==> src/rtl/flash_reader_pkg.sv <==
// Shared types and widths for the flash sample reader.
// Covers the FSM state encoding, the bus widths and the sample half-word selection.
package flash_reader_pkg;

    localparam int ADDR_W_DEFAULT = 23;
    localparam int SAMPLE_W       = 16;
    localparam int WORD_W         = 32;

    typedef enum logic [2:0] {
        IDLE,
        REQ,
        WAIT_DATA,
        EMIT_FIRST,
        EMIT_SECOND,
        DONE
    } state_t;

    // Returns the upper or lower 16-bit audio sample packed in a 32-bit flash word.
    function automatic logic [SAMPLE_W-1:0] pick_half(
        input logic [WORD_W-1:0] word,
        input logic              upper
    );
        return upper ? word[WORD_W-1:SAMPLE_W] : word[SAMPLE_W-1:0];
    endfunction

endpackage

==> src/rtl/flash_timeout_ctr.sv <==
// Loadable down-counter that flags when it has reached zero.
// The module only exists when FLASH_TIMEOUT_EN is defined.
`ifdef FLASH_TIMEOUT_EN
module flash_timeout_ctr #(
    parameter int WIDTH = 8
) (
    input  logic             clk,
    input  logic             reset_n,
    input  logic             load,
    input  logic [WIDTH-1:0] load_value,
    input  logic             enable,
    output logic             zero
);

    logic [WIDTH-1:0] count;

    // Count saturates at zero so a late enable cannot wrap it back to a large value.
    always_ff @(posedge clk or negedge reset_n) begin
        if (!reset_n) begin
            count <= '0;
        end else if (load) begin
            count <= load_value;
        end else if (enable && (count != '0)) begin
            count <= count - WIDTH'(1);
        end
    end

    assign zero = (count == '0);

endmodule
`endif

==> src/rtl/flash_sample_reader.sv <==
// Reads one 32-bit flash word over Avalon-MM and emits it as two 16-bit samples.
// Optional read timeout is enabled by defining FLASH_TIMEOUT_EN.
module flash_sample_reader
    import flash_reader_pkg::*;
#(
    parameter int ADDR_W         = ADDR_W_DEFAULT,
    parameter int TIMEOUT_CYCLES = 255
) (
    input  logic                clk,
    input  logic                reset_n,
    input  logic                start,
    input  logic [ADDR_W-1:0]   address,
    input  logic [1:0]          direction,
    output logic                flash_mem_read,
    output logic [ADDR_W-1:0]   flash_mem_address,
    output logic [3:0]          flash_mem_byteenable,
    input  logic                flash_mem_waitrequest,
    input  logic [WORD_W-1:0]   flash_mem_readdata,
    input  logic                flash_mem_readdatavalid,
    output logic [SAMPLE_W-1:0] sample,
    output logic                sample_valid,
    output logic                done,
    output logic                busy,
    output logic                error
);

    state_t              state;
    state_t              next_state;
    logic                reverse_q;
    logic                next_reverse;
    logic [WORD_W-1:0]   word_q;
    logic [WORD_W-1:0]   next_word;
    logic [ADDR_W-1:0]   next_addr;
    logic [SAMPLE_W-1:0] next_sample;
    logic                next_read;
    logic                next_sample_valid;
    logic                next_done;
    logic                next_busy;

`ifdef FLASH_TIMEOUT_EN
    localparam int CNT_W = $clog2(TIMEOUT_CYCLES + 1);

    logic timeout_load;
    logic timeout_hit;
    logic timeout_zero;

    // Loaded with N-1 on entering WAIT_DATA so that expiry lands on the N-th dwell cycle.
    flash_timeout_ctr #(
        .WIDTH(CNT_W)
    ) u_timeout (
        .clk        (clk),
        .reset_n    (reset_n),
        .load       (timeout_load),
        .load_value (CNT_W'(TIMEOUT_CYCLES - 1)),
        .enable     ((state == WAIT_DATA) && !flash_mem_readdatavalid),
        .zero       (timeout_zero)
    );

    always_ff @(posedge clk or negedge reset_n) begin
        if (!reset_n) begin
            error <= 1'b0;
        end else begin
            error <= timeout_hit;
        end
    end
`else
    assign error = 1'b0;
`endif

    assign flash_mem_byteenable = 4'b1111;

    // Outputs are computed from the next state so every output comes straight from a flop.
    always_comb begin
        next_state        = state;
        next_reverse      = reverse_q;
        next_word         = word_q;
        next_addr         = flash_mem_address;
        next_sample       = sample;
        next_sample_valid = 1'b0;
        next_done         = 1'b0;
`ifdef FLASH_TIMEOUT_EN
        timeout_load      = 1'b0;
        timeout_hit       = 1'b0;
`endif

        case (state)
            IDLE: begin
                if (start && direction[1]) begin
                    next_state   = REQ;
                    next_addr    = address;
                    next_reverse = direction[0];
                end
            end
            REQ: begin
                if (!flash_mem_waitrequest) begin
                    next_state = WAIT_DATA;
`ifdef FLASH_TIMEOUT_EN
                    timeout_load = 1'b1;
`endif
                end
            end
            WAIT_DATA: begin
                if (flash_mem_readdatavalid) begin
                    next_state        = EMIT_FIRST;
                    next_word         = flash_mem_readdata;
                    next_sample       = pick_half(flash_mem_readdata, reverse_q);
                    next_sample_valid = 1'b1;
                end
`ifdef FLASH_TIMEOUT_EN
                else if (timeout_zero) begin
                    next_state  = IDLE;
                    timeout_hit = 1'b1;
                end
`endif
            end
            EMIT_FIRST: begin
                next_state        = EMIT_SECOND;
                next_sample       = pick_half(word_q, !reverse_q);
                next_sample_valid = 1'b1;
            end
            EMIT_SECOND: begin
                next_state = DONE;
                next_done  = 1'b1;
            end
            DONE: begin
                next_state = IDLE;
            end
            default: begin
                next_state = IDLE;
            end
        endcase

        next_read = (next_state == REQ);
        next_busy = (next_state != IDLE);
    end

    always_ff @(posedge clk or negedge reset_n) begin
        if (!reset_n) begin
            state             <= IDLE;
            reverse_q         <= 1'b0;
            word_q            <= '0;
            flash_mem_address <= '0;
            flash_mem_read    <= 1'b0;
            sample            <= '0;
            sample_valid      <= 1'b0;
            done              <= 1'b0;
            busy              <= 1'b0;
        end else begin
            state             <= next_state;
            reverse_q         <= next_reverse;
            word_q            <= next_word;
            flash_mem_address <= next_addr;
            flash_mem_read    <= next_read;
            sample            <= next_sample;
            sample_valid      <= next_sample_valid;
            done              <= next_done;
            busy              <= next_busy;
        end
    end

endmodule

==> config.mk <==
export PLATFORM = sky130hd
export DESIGN_NAME = flash_sample_reader
export DESIGN_NICKNAME = d
export VERILOG_FILES = /design/src/rtl/flash_reader_pkg.sv /design/src/rtl/flash_timeout_ctr.sv /design/src/rtl/flash_sample_reader.sv
export SDC_FILE = /design/constraint.sdc
export NUM_CORES = 1
export LEC_CHECK = 0
export CAP_MARGIN = 0
export CORE_ASPECT_RATIO = 0.8
export CORE_UTILIZATION = 50
export DETAILED_ROUTE_END_ITERATION = 7
export HOLD_SLACK_MARGIN = 0.1
export PLACE_DENSITY = 0.85
export SLEW_MARGIN = 20
export SYNTH_ARGS = -nofsm -noshare
export SYNTH_HDL_FRONTEND = slang
export SYNTH_SLANG_ARGS = --single-unit
==> constraint.sdc <==
create_clock -name clk -period 3.7 [get_ports clk]
set_input_delay 1.11 -clock clk [delete_from_list [all_inputs] [get_ports clk]]
set_output_delay 1.11 -clock clk [all_outputs]
set_load 0.03 [all_outputs]
Word-level counts from Yosys, hierarchy flattened
Index checks and enable logic that the tools add are counted.
{"block": "classes", "n_eq_ne": 6, "n_reduce_logical": 7, "muxes": 11}
{"operator": "16-bit 2-to-1 mux", "n": 3}
{"operator": "16-bit one-hot mux with 2 select lines", "n": 1}
{"operator": "3-bit one-hot mux with 5 select lines", "n": 1}
{"operator": "3-bit 2-to-1 mux", "n": 3}
{"operator": "3-bit by 1-bit == test with 1-bit output, second input constant", "n": 2}
{"operator": "3-bit by 2-bit == test with 1-bit output, second input constant", "n": 2}
{"operator": "2-bit AND reduction", "n": 3}
{"operator": "3-bit == test, second input constant", "n": 1}
{"operator": "3-bit logical NOT", "n": 1}
{"operator": "3-bit nonzero test", "n": 1}
{"operator": "1-bit 2-to-1 mux", "n": 2}
{"operator": "2-bit inequality test, second input constant", "n": 1}
{"operator": "1-bit one-hot mux with 2 select lines", "n": 1}
{"operator": "2-bit nonzero test", "n": 1}
{"operator": "1-bit logical AND", "n": 1}
{"block": "word_totals", "ff_bits": 79, "wordCells": 33, "output_inout_bits": 48, "in_bits": 62}

Depth between registers and ports, before layout
{"block": "logic_depth", "ltp_word": 4, "mapped_depth": 6, "depth_no_buf": 4}

Least setup slack after synthesis
Ideal clock, no wire load.
{"block": "synth_timing", "path_type": "input -> register", "start": "input start", "end": "register flash_mem_address[10]", "slack_ps": 1593, "setup_ps": 125, "path_stages": 4, "required_ps": 3575, "n_path_buf": 1, "t_arrival_ps": 1982, "cell_sequence": "nand4bb_1 > nor2_2 > buf_4 > mux2_2"}
{"block": "synth_between", "elab_chain_cells": 2}
{"element": "from (decl)", "line": "flash_sample_reader.sv:11", "rtl": "input logic start,"}
{"element": "1-bit logical AND", "line": "flash_sample_reader.sv:88", "rtl": "if (start && direction[1]) begin"}
{"element": "2-bit AND reduction (no line)"}
{"element": "to (signal assigned)", "line": "flash_sample_reader.sv:152", "rtl": "flash_mem_address <= next_addr;"}
{"element": "to (decl)", "line": "flash_sample_reader.sv:15", "rtl": "output logic [ADDR_W-1:0] flash_mem_address,"}
Every way passes these cells.
A chain may end at the register's enable or synchronous reset.

Worst setup path after layout
{"block": "layout_timing", "start": "input flash_mem_readdatavalid", "end": "register word_q[7]"}
{"block": "layout_between", "elab_chain_cells": 1}
{"element": "from (decl)", "line": "flash_sample_reader.sv:19", "rtl": "input logic flash_mem_readdatavalid,"}
{"element": "2-bit AND reduction (no line)"}
{"element": "to (signal assigned)", "line": "flash_sample_reader.sv:151", "rtl": "word_q <= next_word;"}
{"element": "to (decl)", "line": "flash_sample_reader.sv:31", "rtl": "logic [WORD_W-1:0] word_q;"}
Every way passes these cells.

==> impl_metrics.tcl <==
set metrics [dict create \
    run_status "finished, final reports clean" \
    power.sequential.fraction_pct 38.8 \
    yosysWarningCount 0 \
    clock_buffer_count_from_cts 9 \
    cts_resized 0 \
    root_buffer "sky130_fd_sc_hd__clkbuf_8" \
    start_kind "input pin" \
    insertion_delay_ns 0.35 \
    core_area_um2 6571 \
    timing.hold.worst.class "reg -> reg" \
    grt_usage_pct 21.83 \
    grt_overflow_total 0 \
    drc_errors 0 \
    net-switching-power_uw 1509 \
    fp.dieH_um 76.99 \
    sw_frac_of_total_pct 36.36 \
    layout.filler_cells 456 \
    vdd_ir_drop_max_mv 0.5077 \
    max_freq_ghz 0.3948 \
    preCtsSetupSlack_ns 0.7899 \
    period_minus_slack_ns 2.533 \
    timing_hold_violations_final 0 \
    io_buffer_count 104 \
    leakage_power_uw 0.001992 \
    power.total_uw 4149 \
    cts.path.max_buffers 2 \
    die_w_um 95.74 \
    path_clk_slew_ns 0.08 \
    postSynthCellCount 244 \
    critPathMaxFanout 48 \
    number_of_endpoints_failing_setup_at_the_final_stage 0 \
    power_per_cell_area_nw_per_um2 878.4 \
    grt_setup_unrepaired "no" \
    synth-seq-cells 79 \
    cts-htree-levels 3 \
    power.combinational.fraction_pct 45.0 \
    regToRegSetupSlack_ns 1.73 \
    cp_data_required_time_ns 3.94 \
    clock_tree_from_tritoncts "yes" \
    synth.distinct_cells 30 \
    pwr-share-clk_pct 16.2 \
    cap_violations 0 \
    gp_congestion 0.7546 \
    fin_ws_ns 1.167 \
    setup.worst_path.end_class "flip-flop" \
    row_count 26 \
    drt_first_pass_iters 4 \
    layout_worst_path_cycle_share_pct 68.46 \
    syn2layout_area_growth_pct 34.39 \
    avgViaCountPerCell 5.339 \
    drt-initial-drc-count 112 \
    finalSetupTns_ns 0 \
    synth_area_per_cell_um2 14.40 \
    antenna_cells_inserted 0 \
    postCtsHoldBufs 0 \
    timing.setup.critical_path_class "in -> reg" \
    top_level_ports 110 \
    start_util_pct 53.48 \
    critical_path_arrival_ns 2.77 \
    wire_per_inst_um 16.71 \
    grt_pass1_wl_mm 11.99 \
    grt_max_degree 80 \
    count_of_vias_placed_by_the_detailed_router 2301 \
    worst_clock_skew_ns 0.003068 \
    die_area_um2 7371 \
    intPower_uw 2640 \
    mappedNetlistArea_um2 3515 \
    worst_slew_pin_slew_ns 0.9884 \
    synth-seq-area-share_pct 56.25 \
    first_global_vias 2408 \
    dp.final_hpwl_mm 4.751 \
    antenna_left 0 \
    max-slew-margin-rel_pct 34.11 \
    timing_max_transition_violations_final 0 \
    grt_antenna_before_repair 0 \
    nets 404 \
    post_route_cells_drive_above_1_share_pct 23.05 \
    post_cts_buffers 0 \
    totalWireLength_mm 7.201 \
    number_of_sinks_handled_by_clock_tree_synthesis 79 \
]
-- synthesized netlist by cell type --
library cell                number  area share (%)
sky130_fd_sc_hd__conb_1          2            0.21
sky130_fd_sc_hd__and3b_1         1            0.25
sky130_fd_sc_hd__nand4bb_1       1            0.32
sky130_fd_sc_hd__nor2b_1         3            0.53
sky130_fd_sc_hd__a22oi_1        11             2.3
sky130_fd_sc_hd__mux4_1          1            0.75
sky130_fd_sc_hd__nand2b_1        1            0.18
sky130_fd_sc_hd__inv_1           3            0.32
sky130_fd_sc_hd__mux2i_1        25             7.1
sky130_fd_sc_hd__buf_2           5            0.71
sky130_fd_sc_hd__and4bb_4        1            0.46
sky130_fd_sc_hd__a2111oi_0       1            0.25
sky130_fd_sc_hd__nor3b_1         1            0.21
sky130_fd_sc_hd__a211oi_1        1            0.21
sky130_fd_sc_hd__buf_6           5             1.6
sky130_fd_sc_hd__mux2_2         55              18
sky130_fd_sc_hd__mux2_4          4             1.7
sky130_fd_sc_hd__nor2_1          5            0.53
sky130_fd_sc_hd__nor2_2          1            0.18
sky130_fd_sc_hd__and2_1          1            0.18
sky130_fd_sc_hd__o21a_1         11             2.3
sky130_fd_sc_hd__a21oi_1         5            0.71
sky130_fd_sc_hd__nand3b_1        2            0.43
sky130_fd_sc_hd__a221o_1         3            0.85
sky130_fd_sc_hd__buf_4          11             2.3
sky130_fd_sc_hd__mux2_1          2            0.64
sky130_fd_sc_hd__o21ai_2         1            0.25
sky130_fd_sc_hd__dfrtp_1        79              56
sky130_fd_sc_hd__o21bai_1        1            0.21
sky130_fd_sc_hd__o2bb2ai_1       1            0.25
-- power groups by stage --
stage / combinational [uW] / sequential (uW) / clock [uW]
3_5_place_dp: 1880 / 1630 / 0
6_report: 1870 / 1610 / 670
2_1_floorplan: 894 / 1940 / 0
3_3_place_gp: 1830 / 1600 / 0
4_1_cts: 1890 / 1620 / 688
5_1_grt: 2000 / 1680 / 720
-- metrics by stage --
step,instances,util [%],cell area (um2),hold WS [ns]
after floorplan,247,-,3526,0.4718
after global placement,415,68.70,4514,0.4686
after detailed placement,415,68.70,4514,0.4789
after CTS,431,71.88,4723,0.4969
after global routing,431,71.88,4723,0.5207
final,431,71.88,4723,0.4904
-- cell families after synthesis --
| family | after synthesis | share of synthesized area [%] |
|---|---|---|
| other | 2 | 0.2137 |
| AOI/OAI and AO/OA | 35 | 7.441 |
| and+or+nand+nor | 17 | 3.276 |
| muxes | 87 | 27.84 |
| DFF | 79 | 56.25 |
| buffers and inverters | 24 | 4.984 |
-- worst max-delay path: stages --
cell and delay, ns:
sky130_fd_sc_hd__clkdlybuf4s50_1 0.52, sky130_fd_sc_hd__and4bb_4 0.71, sky130_fd_sc_hd__mux2_2 0.41
-- area by class of cell --
type / instances / area [um2] / share of cell area, %
Multi-Input combinational cell: 144 / 1374 / 29.09
Timing Repair Buffer: 105 / 1046 / 22.15
Clock buffer: 13 / 168.9 / 3.576
Tap cell: 84 / 105.1 / 2.225
Sequential cell: 79 / 1978 / 41.88
Clock inverter: 3 / 40.04 / 0.8477
Inverter: 3 / 11.26 / 0.2384
-- state kept, by name (all words and copies together), names as in the netlist --
signal and cells:
busy 1, reverse_q 1, word_q 32, flash_mem_read 1
sample 16, state 3, flash_mem_address 23, sample_valid 1
done 1
-- placed cells by master (no fill, tap or decap), drive strengths merged, types with 2 or more instances in the layout --
master,instances
nand3b,2
dfrtp,79
buf,2
mux2,61
clkdlybuf4s50,103
clkbuf,13
mux2i,25
nor2b,3
nor2,6
inv,3
conb,5
a21oi,5
o21a,11
a221o,3
clkinv,2
a22oi,11
-- routing by layer --
metal	vias to the layer above	track usage [%]	part of all wire, %	routed length [um]
li1	1073	-	-	-
met1	1129	26.68	42	2995
met2	89	34.00	46	3346
met3	10	10.81	11	771
met4	0	6.269	1.2	87
met5	-	0	0	0
-- worst paths after layout --
path                                         start         end  cells after the start
max in group asynchronous                  reset_n   reverse_q                      1
max                        flash_mem_readdatavalid   word_q[7]                      3
min in group asynchronous                  reset_n  sample[15]                      1
min reg2reg                              sample[5]   sample[5]                      1
min                                      sample[5]   sample[5]                      1
max reg2reg                              reverse_q   sample[6]                      2
No activity file was read; power rests on OpenSTA's default activity.
